==> config.mk <==
export PLATFORM = sky130hd
export DESIGN_NAME = regfile_access_arbiter_flat
export DESIGN_NICKNAME = d
export VERILOG_FILES = /design/src/rtl/regfile_access_arbiter_if.sv /design/src/rtl/regfile_access_arbiter.sv /design/src/flat_wrapper.sv
export SDC_FILE = /design/constraint.sdc
export NUM_CORES = 1
export LEC_CHECK = 0
export CAP_MARGIN = 20
export CORE_AREA = 2 2 86 88
export CTS_BUF_LIST = sky130_fd_sc_hd__clkbuf_8
export CTS_CLUSTER_DIAMETER = 50
export DETAILED_ROUTE_END_ITERATION = 7
export DIE_AREA = 0 0 88 90
export PLACE_DENSITY = 0.81
export REMOVE_ABC_BUFFERS = 1
export SYNTH_ARGS = -nofsm -noshare
export SYNTH_HDL_FRONTEND = slang
export SYNTH_SLANG_ARGS = --single-unit
==> constraint.sdc <==
create_clock -name clk -period 4.7 [get_ports clk]
set_clock_uncertainty 0.1 [all_clocks]
set_input_delay 0.94 -clock clk [delete_from_list [all_inputs] [get_ports clk]]
set_output_delay 0.94 -clock clk [all_outputs]
set_load 0.05 [all_outputs]
==> src/rtl/regfile_access_arbiter_if.sv <==
// Requester and register-file signals for the two-port register file access arbiter.
// slave is the arbiter view; master is the requester/register-file view.
interface regfile_access_arbiter_if #(
    parameter int XLEN = 32
);
    logic            a_req_valid;
    logic            a_req_ready;
    logic            a_req_write;
    logic [4:0]      a_req_addr;
    logic [XLEN-1:0] a_req_wdata;
    logic            a_rsp_valid;
    logic [XLEN-1:0] a_rsp_rdata;

    logic            b_req_valid;
    logic            b_req_ready;
    logic            b_req_write;
    logic [4:0]      b_req_addr;
    logic [XLEN-1:0] b_req_wdata;
    logic            b_rsp_valid;
    logic [XLEN-1:0] b_rsp_rdata;

    logic [4:0]      rf_rs1;
    logic [4:0]      rf_rd;
    logic [XLEN-1:0] rf_write_data;
    logic            rf_write_enable;
    logic [XLEN-1:0] rf_rs1_data;

    modport slave (
        input  a_req_valid, a_req_write, a_req_addr, a_req_wdata,
        output a_req_ready, a_rsp_valid, a_rsp_rdata,
        input  b_req_valid, b_req_write, b_req_addr, b_req_wdata,
        output b_req_ready, b_rsp_valid, b_rsp_rdata,
        output rf_rs1, rf_rd, rf_write_data, rf_write_enable,
        input  rf_rs1_data
    );

    modport master (
        output a_req_valid, a_req_write, a_req_addr, a_req_wdata,
        input  a_req_ready, a_rsp_valid, a_rsp_rdata,
        output b_req_valid, b_req_write, b_req_addr, b_req_wdata,
        input  b_req_ready, b_rsp_valid, b_rsp_rdata,
        input  rf_rs1, rf_rd, rf_write_data, rf_write_enable,
        output rf_rs1_data
    );
endinterface

==> src/rtl/regfile_access_arbiter.sv <==
// Round-robin arbiter sharing a register file's write port and rs1 read port
// between two valid/ready requesters, with an optional clear sweep after reset.
//   state    | meaning
//   CLEAR    | zeroing x1..NUM_REGS-1 one per cycle (one pass-through cycle if clearing disabled)
//   IDLE     | granting at most one request per cycle
//   RD_WAIT  | returning synchronous read data to the owner of the last read grant
module regfile_access_arbiter #(
    parameter int NUM_REGS       = 32,
    parameter int XLEN           = 32,
    parameter bit CLEAR_ON_RESET = 1'b1
) (
    input  logic                    clk,
    input  logic                    resetn,
    regfile_access_arbiter_if.slave bus,
    output logic                    init_done
);
    typedef enum logic [1:0] {
        ST_CLEAR   = 2'd0,
        ST_IDLE    = 2'd1,
        ST_RD_WAIT = 2'd2
    } state_t;

    typedef enum logic {
        GRANT_A = 1'b0,
        GRANT_B = 1'b1
    } grant_t;

    localparam logic [4:0] LAST_IDX = 5'(NUM_REGS - 1);

    state_t          state, state_nxt;
    logic [4:0]      clr_idx, clr_idx_nxt;
    grant_t          last_grant, last_grant_nxt;
    grant_t          rd_owner, rd_owner_nxt;
    logic            rd_zero, rd_zero_nxt;
    logic            init_done_nxt;

    logic            a_ready;
    logic            b_ready;
    logic            win_write;
    logic [4:0]      win_addr;
    logic [XLEN-1:0] win_wdata;
    logic            win_in_range;

    logic [4:0]      rs1;
    logic [4:0]      rd;
    logic [XLEN-1:0] wdata;
    logic            we;
    logic            a_rsp_valid;
    logic            b_rsp_valid;
    logic [XLEN-1:0] a_rsp_rdata;
    logic [XLEN-1:0] b_rsp_rdata;
    logic [XLEN-1:0] rsp_data;

    // Round-robin: on a tie the requester that did not win last gets the slot.
    always_comb begin
        a_ready = 1'b0;
        b_ready = 1'b0;
        if (state == ST_IDLE) begin
            a_ready = bus.a_req_valid && (!bus.b_req_valid || (last_grant == GRANT_B));
            b_ready = bus.b_req_valid && !a_ready;
        end
    end

    always_comb begin
        win_write = bus.a_req_write;
        win_addr  = bus.a_req_addr;
        win_wdata = bus.a_req_wdata;
        if (b_ready) begin
            win_write = bus.b_req_write;
            win_addr  = bus.b_req_addr;
            win_wdata = bus.b_req_wdata;
        end
        win_in_range = ({27'd0, win_addr} < 32'(NUM_REGS));
    end

    // x0 and out-of-range reads return zero regardless of what the file drives.
    assign rsp_data = rd_zero ? '0 : bus.rf_rs1_data;

    always_comb begin
        state_nxt      = state;
        clr_idx_nxt    = clr_idx;
        last_grant_nxt = last_grant;
        rd_owner_nxt   = rd_owner;
        rd_zero_nxt    = rd_zero;
        init_done_nxt  = init_done;
        rs1            = '0;
        rd             = '0;
        wdata          = '0;
        we             = 1'b0;
        a_rsp_valid    = 1'b0;
        b_rsp_valid    = 1'b0;
        a_rsp_rdata    = '0;
        b_rsp_rdata    = '0;

        unique case (state)
            ST_CLEAR: begin
                if (CLEAR_ON_RESET) begin
                    // Gated by resetn so the register file sees no write while held in reset.
                    if (resetn) begin
                        we = 1'b1;
                        rd = clr_idx;
                    end
                    clr_idx_nxt = clr_idx + 5'd1;
                    if (clr_idx == LAST_IDX) begin
                        state_nxt     = ST_IDLE;
                        init_done_nxt = 1'b1;
                        clr_idx_nxt   = 5'd1;
                    end
                end else begin
                    state_nxt     = ST_IDLE;
                    init_done_nxt = 1'b1;
                end
            end

            ST_IDLE: begin
                if (a_ready || b_ready) begin
                    last_grant_nxt = b_ready ? GRANT_B : GRANT_A;
                    if (win_write) begin
                        if (win_in_range) begin
                            we    = 1'b1;
                            rd    = win_addr;
                            wdata = win_wdata;
                        end
                    end else begin
                        rs1          = win_addr;
                        state_nxt    = ST_RD_WAIT;
                        rd_owner_nxt = b_ready ? GRANT_B : GRANT_A;
                        rd_zero_nxt  = (win_addr == 5'd0) || !win_in_range;
                    end
                end
            end

            ST_RD_WAIT: begin
                state_nxt = ST_IDLE;
                if (rd_owner == GRANT_A) begin
                    a_rsp_valid = 1'b1;
                    a_rsp_rdata = rsp_data;
                end else begin
                    b_rsp_valid = 1'b1;
                    b_rsp_rdata = rsp_data;
                end
            end

            default: begin
                state_nxt = ST_CLEAR;
            end
        endcase
    end

    always_ff @(posedge clk or negedge resetn) begin
        if (!resetn) begin
            state      <= ST_CLEAR;
            clr_idx    <= 5'd1;
            last_grant <= GRANT_B;
            rd_owner   <= GRANT_A;
            rd_zero    <= 1'b0;
            init_done  <= 1'b0;
        end else begin
            state      <= state_nxt;
            clr_idx    <= clr_idx_nxt;
            last_grant <= last_grant_nxt;
            rd_owner   <= rd_owner_nxt;
            rd_zero    <= rd_zero_nxt;
            init_done  <= init_done_nxt;
        end
    end

    assign bus.a_req_ready     = a_ready;
    assign bus.b_req_ready     = b_ready;
    assign bus.a_rsp_valid     = a_rsp_valid;
    assign bus.b_rsp_valid     = b_rsp_valid;
    assign bus.a_rsp_rdata     = a_rsp_rdata;
    assign bus.b_rsp_rdata     = b_rsp_rdata;
    assign bus.rf_rs1          = rs1;
    assign bus.rf_rd           = rd;
    assign bus.rf_write_data   = wdata;
    assign bus.rf_write_enable = we;
endmodule
==> src/flat_wrapper.sv <==
// flat-port wrapper written by rule: the top's interface ports become plain ports
module regfile_access_arbiter_flat 
#(
    parameter int NUM_REGS       = 32,
    parameter int XLEN           = 32,
    parameter bit CLEAR_ON_RESET = 1'b1
)
  (clk, resetn, init_done, bus_a_req_valid, bus_a_req_write, bus_a_req_addr, bus_a_req_wdata, bus_a_req_ready, bus_a_rsp_valid, bus_a_rsp_rdata, bus_b_req_valid, bus_b_req_write, bus_b_req_addr, bus_b_req_wdata, bus_b_req_ready, bus_b_rsp_valid, bus_b_rsp_rdata, bus_rf_rs1, bus_rf_rd, bus_rf_write_data, bus_rf_write_enable, bus_rf_rs1_data);
  regfile_access_arbiter_if #(.XLEN(XLEN)) bus_i ();
  input  logic clk;
  input  logic resetn;
  output logic init_done;
  input wire logic [$bits(bus_i.a_req_valid)-1:0] bus_a_req_valid;
  input wire logic [$bits(bus_i.a_req_write)-1:0] bus_a_req_write;
  input wire logic [$bits(bus_i.a_req_addr)-1:0] bus_a_req_addr;
  input wire logic [$bits(bus_i.a_req_wdata)-1:0] bus_a_req_wdata;
  output wire logic [$bits(bus_i.a_req_ready)-1:0] bus_a_req_ready;
  output wire logic [$bits(bus_i.a_rsp_valid)-1:0] bus_a_rsp_valid;
  output wire logic [$bits(bus_i.a_rsp_rdata)-1:0] bus_a_rsp_rdata;
  input wire logic [$bits(bus_i.b_req_valid)-1:0] bus_b_req_valid;
  input wire logic [$bits(bus_i.b_req_write)-1:0] bus_b_req_write;
  input wire logic [$bits(bus_i.b_req_addr)-1:0] bus_b_req_addr;
  input wire logic [$bits(bus_i.b_req_wdata)-1:0] bus_b_req_wdata;
  output wire logic [$bits(bus_i.b_req_ready)-1:0] bus_b_req_ready;
  output wire logic [$bits(bus_i.b_rsp_valid)-1:0] bus_b_rsp_valid;
  output wire logic [$bits(bus_i.b_rsp_rdata)-1:0] bus_b_rsp_rdata;
  output wire logic [$bits(bus_i.rf_rs1)-1:0] bus_rf_rs1;
  output wire logic [$bits(bus_i.rf_rd)-1:0] bus_rf_rd;
  output wire logic [$bits(bus_i.rf_write_data)-1:0] bus_rf_write_data;
  output wire logic [$bits(bus_i.rf_write_enable)-1:0] bus_rf_write_enable;
  input wire logic [$bits(bus_i.rf_rs1_data)-1:0] bus_rf_rs1_data;
  assign bus_i.a_req_valid = bus_a_req_valid;
  assign bus_i.a_req_write = bus_a_req_write;
  assign bus_i.a_req_addr = bus_a_req_addr;
  assign bus_i.a_req_wdata = bus_a_req_wdata;
  assign bus_a_req_ready = bus_i.a_req_ready;
  assign bus_a_rsp_valid = bus_i.a_rsp_valid;
  assign bus_a_rsp_rdata = bus_i.a_rsp_rdata;
  assign bus_i.b_req_valid = bus_b_req_valid;
  assign bus_i.b_req_write = bus_b_req_write;
  assign bus_i.b_req_addr = bus_b_req_addr;
  assign bus_i.b_req_wdata = bus_b_req_wdata;
  assign bus_b_req_ready = bus_i.b_req_ready;
  assign bus_b_rsp_valid = bus_i.b_rsp_valid;
  assign bus_b_rsp_rdata = bus_i.b_rsp_rdata;
  assign bus_rf_rs1 = bus_i.rf_rs1;
  assign bus_rf_rd = bus_i.rf_rd;
  assign bus_rf_write_data = bus_i.rf_write_data;
  assign bus_rf_write_enable = bus_i.rf_write_enable;
  assign bus_i.rf_rs1_data = bus_rf_rs1_data;
  regfile_access_arbiter #(.NUM_REGS(NUM_REGS), .XLEN(XLEN), .CLEAR_ON_RESET(CLEAR_ON_RESET)) u_core (.clk(clk), .resetn(resetn), .bus(bus_i), .init_done(init_done));
endmodule
==> impl_metrics.yaml <==
outcome:
  status: "complete, no violations"
synth:
  synth_cell_types: 35
  yosysTopAreaCell: "nand3_1"
  synthDominantCellAreaShare: 0.165
  synth-main-ff-cell: "dfrtp_1"
  synth-seq-cells: 11
  ys_warn_count: 0
  synthTopCellsByArea: "nand3_1 16%, nor2_1 13%, dfrtp_1 11%, a21oi_1 10%, nand2b_1 10%"
  async_reset_ff_frac: 1.00
  synth.avg_cell_area_um2: 5.96
  synth_area_um2: 1970
  syn_inst: 331
  ys_seq_area_frac: 0.141
  synth-edff-count: 0
die:
  rows: 31
  die_area_um2: 7920
  chipHeight_um: 90
  die_x_um: 88
  start_util: 0.281
  io_pins: 224
  coreArea_um2: 7020
critical_path:
  cp.arrival_ns: 3.07
  cp_max_fo: 46
  startpoint_type: "primary input"
  slowest_stage: "clkdlybuf4s50_1"
  critPathMaxStageDelay_ns: 0.54
  path_cells: "clkdlybuf4s50_1 > nand2_1 > nand3_2 > clkinv_2 > a31oi_1 > o21ai_1 > buf_12"
  crit_type: "primary input to primary output"
  required_ns: 3.66
  end_kind: "primary output"
power:
  swShare: 0.538
  p_per_area_nw_per_um2: 358
  clkPwrFrac: 0.056
  max-vdd-ir-drop_mv: 0.191
  p_comb_frac: 0.808
  switchingPower_uw: 901
  leakagePower_nw: 1.70
  seqPwrFrac: 0.136
  internal-power_uw: 774
  power.total_mw: 1.68
global_route:
  grt_pass1_vias: 3020
  antenna_found_initial: 0
  grt_overflow_total: 0
  grt_max_degree: 49
  grt_pass1_wl_mm: 14.8
  track_usage: 0.233
hold_path:
  hold_path.class: "flop to flop"
clock_tree:
  cts_resized: 0
  clk_pin_slew_ns: 0.05
  cts_hold_buf: 0
  ctsRootBufferMaster: "clkbuf_8"
  cts_tree: "done"
  post_cts_buffers: 0
  cts.path.max_buffers: 2
  clk_latency_ns: 0.24
  cts_sinks: 11
  numCtsBuffers: 3
  htreeDepth: 1
placement:
  gp_congestion: 0.814
  dp_hpwl_mm: 7.82
  portBuffers: 223
  post-place-cells: 623
cells_and_area:
  diodes: 0
  nets: 643
  area_delta_synth_final_pct: 137
  n_fill_cell: 609
  multiInputGateArea_um2: 1480
  drive_above_1_share: 0.125
  final_cell_mix: "178 x clkdlybuf4s50_1, 70 x nor2_1, 65 x nand3_1"
  finalNonFillerCells: 627
  seq_area_um2: 278
  layout_commonest_cell: "clkdlybuf4s50_1"
route:
  wl_per_cell_um: 15.5
  viasPerCell: 5.08
  dr.first_iter.drc_count: 118
  ant_nets: 0
  totalWireLength_mm: 9.72
  vias: 3184
  drc_errors: 0
  drt_pass1_iterations: 4
sta:
  rsz0062_at_grt: "no"
  finalSetupViolations: 0
  hold_slack_ns: 0.373
  slew_viol_final: 0
  worst_pin_slew_ns: 0.783
  fin_crit_sh: 0.874
  period_minus_slack_ns: 4.11
  finalHoldViolCount: 0
  setup_tns_ns: 0
  clock.fmax_mhz: 244
  slew_headroom: 0.478
run:
  maxCapViolCount: 0
metrics by stage:
step,worst slack [ns],area [um^2],util
2_1_floorplan,0.475,1770,-
3_3_place_gp,0.712,4630,0.660
3_5_place_dp,0.604,4630,0.660
4_1_cts,0.615,4680,0.666
5_1_grt,0.451,4680,0.666
6_report,0.594,4680,0.666
metal layers:
layer  part of all wire  global-route usage  vias up
li1                   -                   -     1534
met1               0.33               0.226     1432
met2               0.55               0.456      193
met3              0.099              0.0569       25
met4              0.029              0.0859        0
met5                  0                   0        -
kinds of logic after synthesis:
kind of cell | count (synthesis) | share of synthesized area
fa+ha+maj | 2 | 0.0127
compound gates | 70 | 0.206
simple gates | 204 | 0.514
flops | 11 | 0.141
mux | 2 | 0.0108
buf+inv | 42 | 0.115
power groups by stage:
stage / Clock, mW / Sequential (mW) / Combinational (mW)
after floorplan: 0 / 0.213 / 0.749
after global placement: 0 / 0.219 / 1.33
after detailed placement: 0 / 0.227 / 1.36
after CTS: 0.0974 / 0.226 / 1.36
after global routing: 0.0991 / 0.242 / 1.43
final: 0.0940 / 0.228 / 1.35
final cells by class:
cell class / instances / share of cell area
clock buffers: 3 / 0.00883
clock inverters: 1 / 0.000803
inverters: 5 / 0.00428
flip-flops and latches: 11 / 0.0594
multi-input cells: 278 / 0.315
well taps: 99 / 0.0265
repair buffers: 230 / 0.585
sequential cells by signal (all words and copies together) (netlist names):
| register | flops |
|---|---|
| u_core.clr_idx | 5 |
| u_core.rd_owner | 1 |
| u_core.last_grant | 1 |
| u_core.rd_zero | 1 |
| u_core.state | 2 |
| u_core.init_done | 1 |
path summary, 6_finish.rpt:
path,slack (ns),to,cells after the start,start
min in group asynchronous,0.94,u_core.init_done,1,resetn
max in group asynchronous,3.21,u_core.clr_idx[0],1,resetn
worst min-delay path,0.37,u_core.init_done,1,u_core.init_done
worst max register to register,2.27,u_core.state[0],6,u_core.last_grant
worst max-delay path,0.59,bus_rf_rd[3],7,bus_a_req_valid
worst min register to register,0.37,u_core.init_done,1,u_core.init_done
critical path, delay by kind of cell:
family	cells	cell delay, ns
AND/OR/NAND/NOR	2	0.33
buffers and inverters	3	1.24
AO/OA/AOI/OAI	2	0.54
Yosys cell counts (3+ instances only):
cell and count:
o21ai_1 5, inv_1 4, a31oi_1 11, nor2_1 70, a21oi_1 41, buf_6 6, o21ai_0 5, buf_4 3
dfrtp_1 9, buf_1 3, clkbuf_1 15, buf_2 10, nand2_1 14, nand2b_1 32, nand3b_1 13, o31ai_2 3
nand3_1 65
Power figures use the tool's default switching activity.
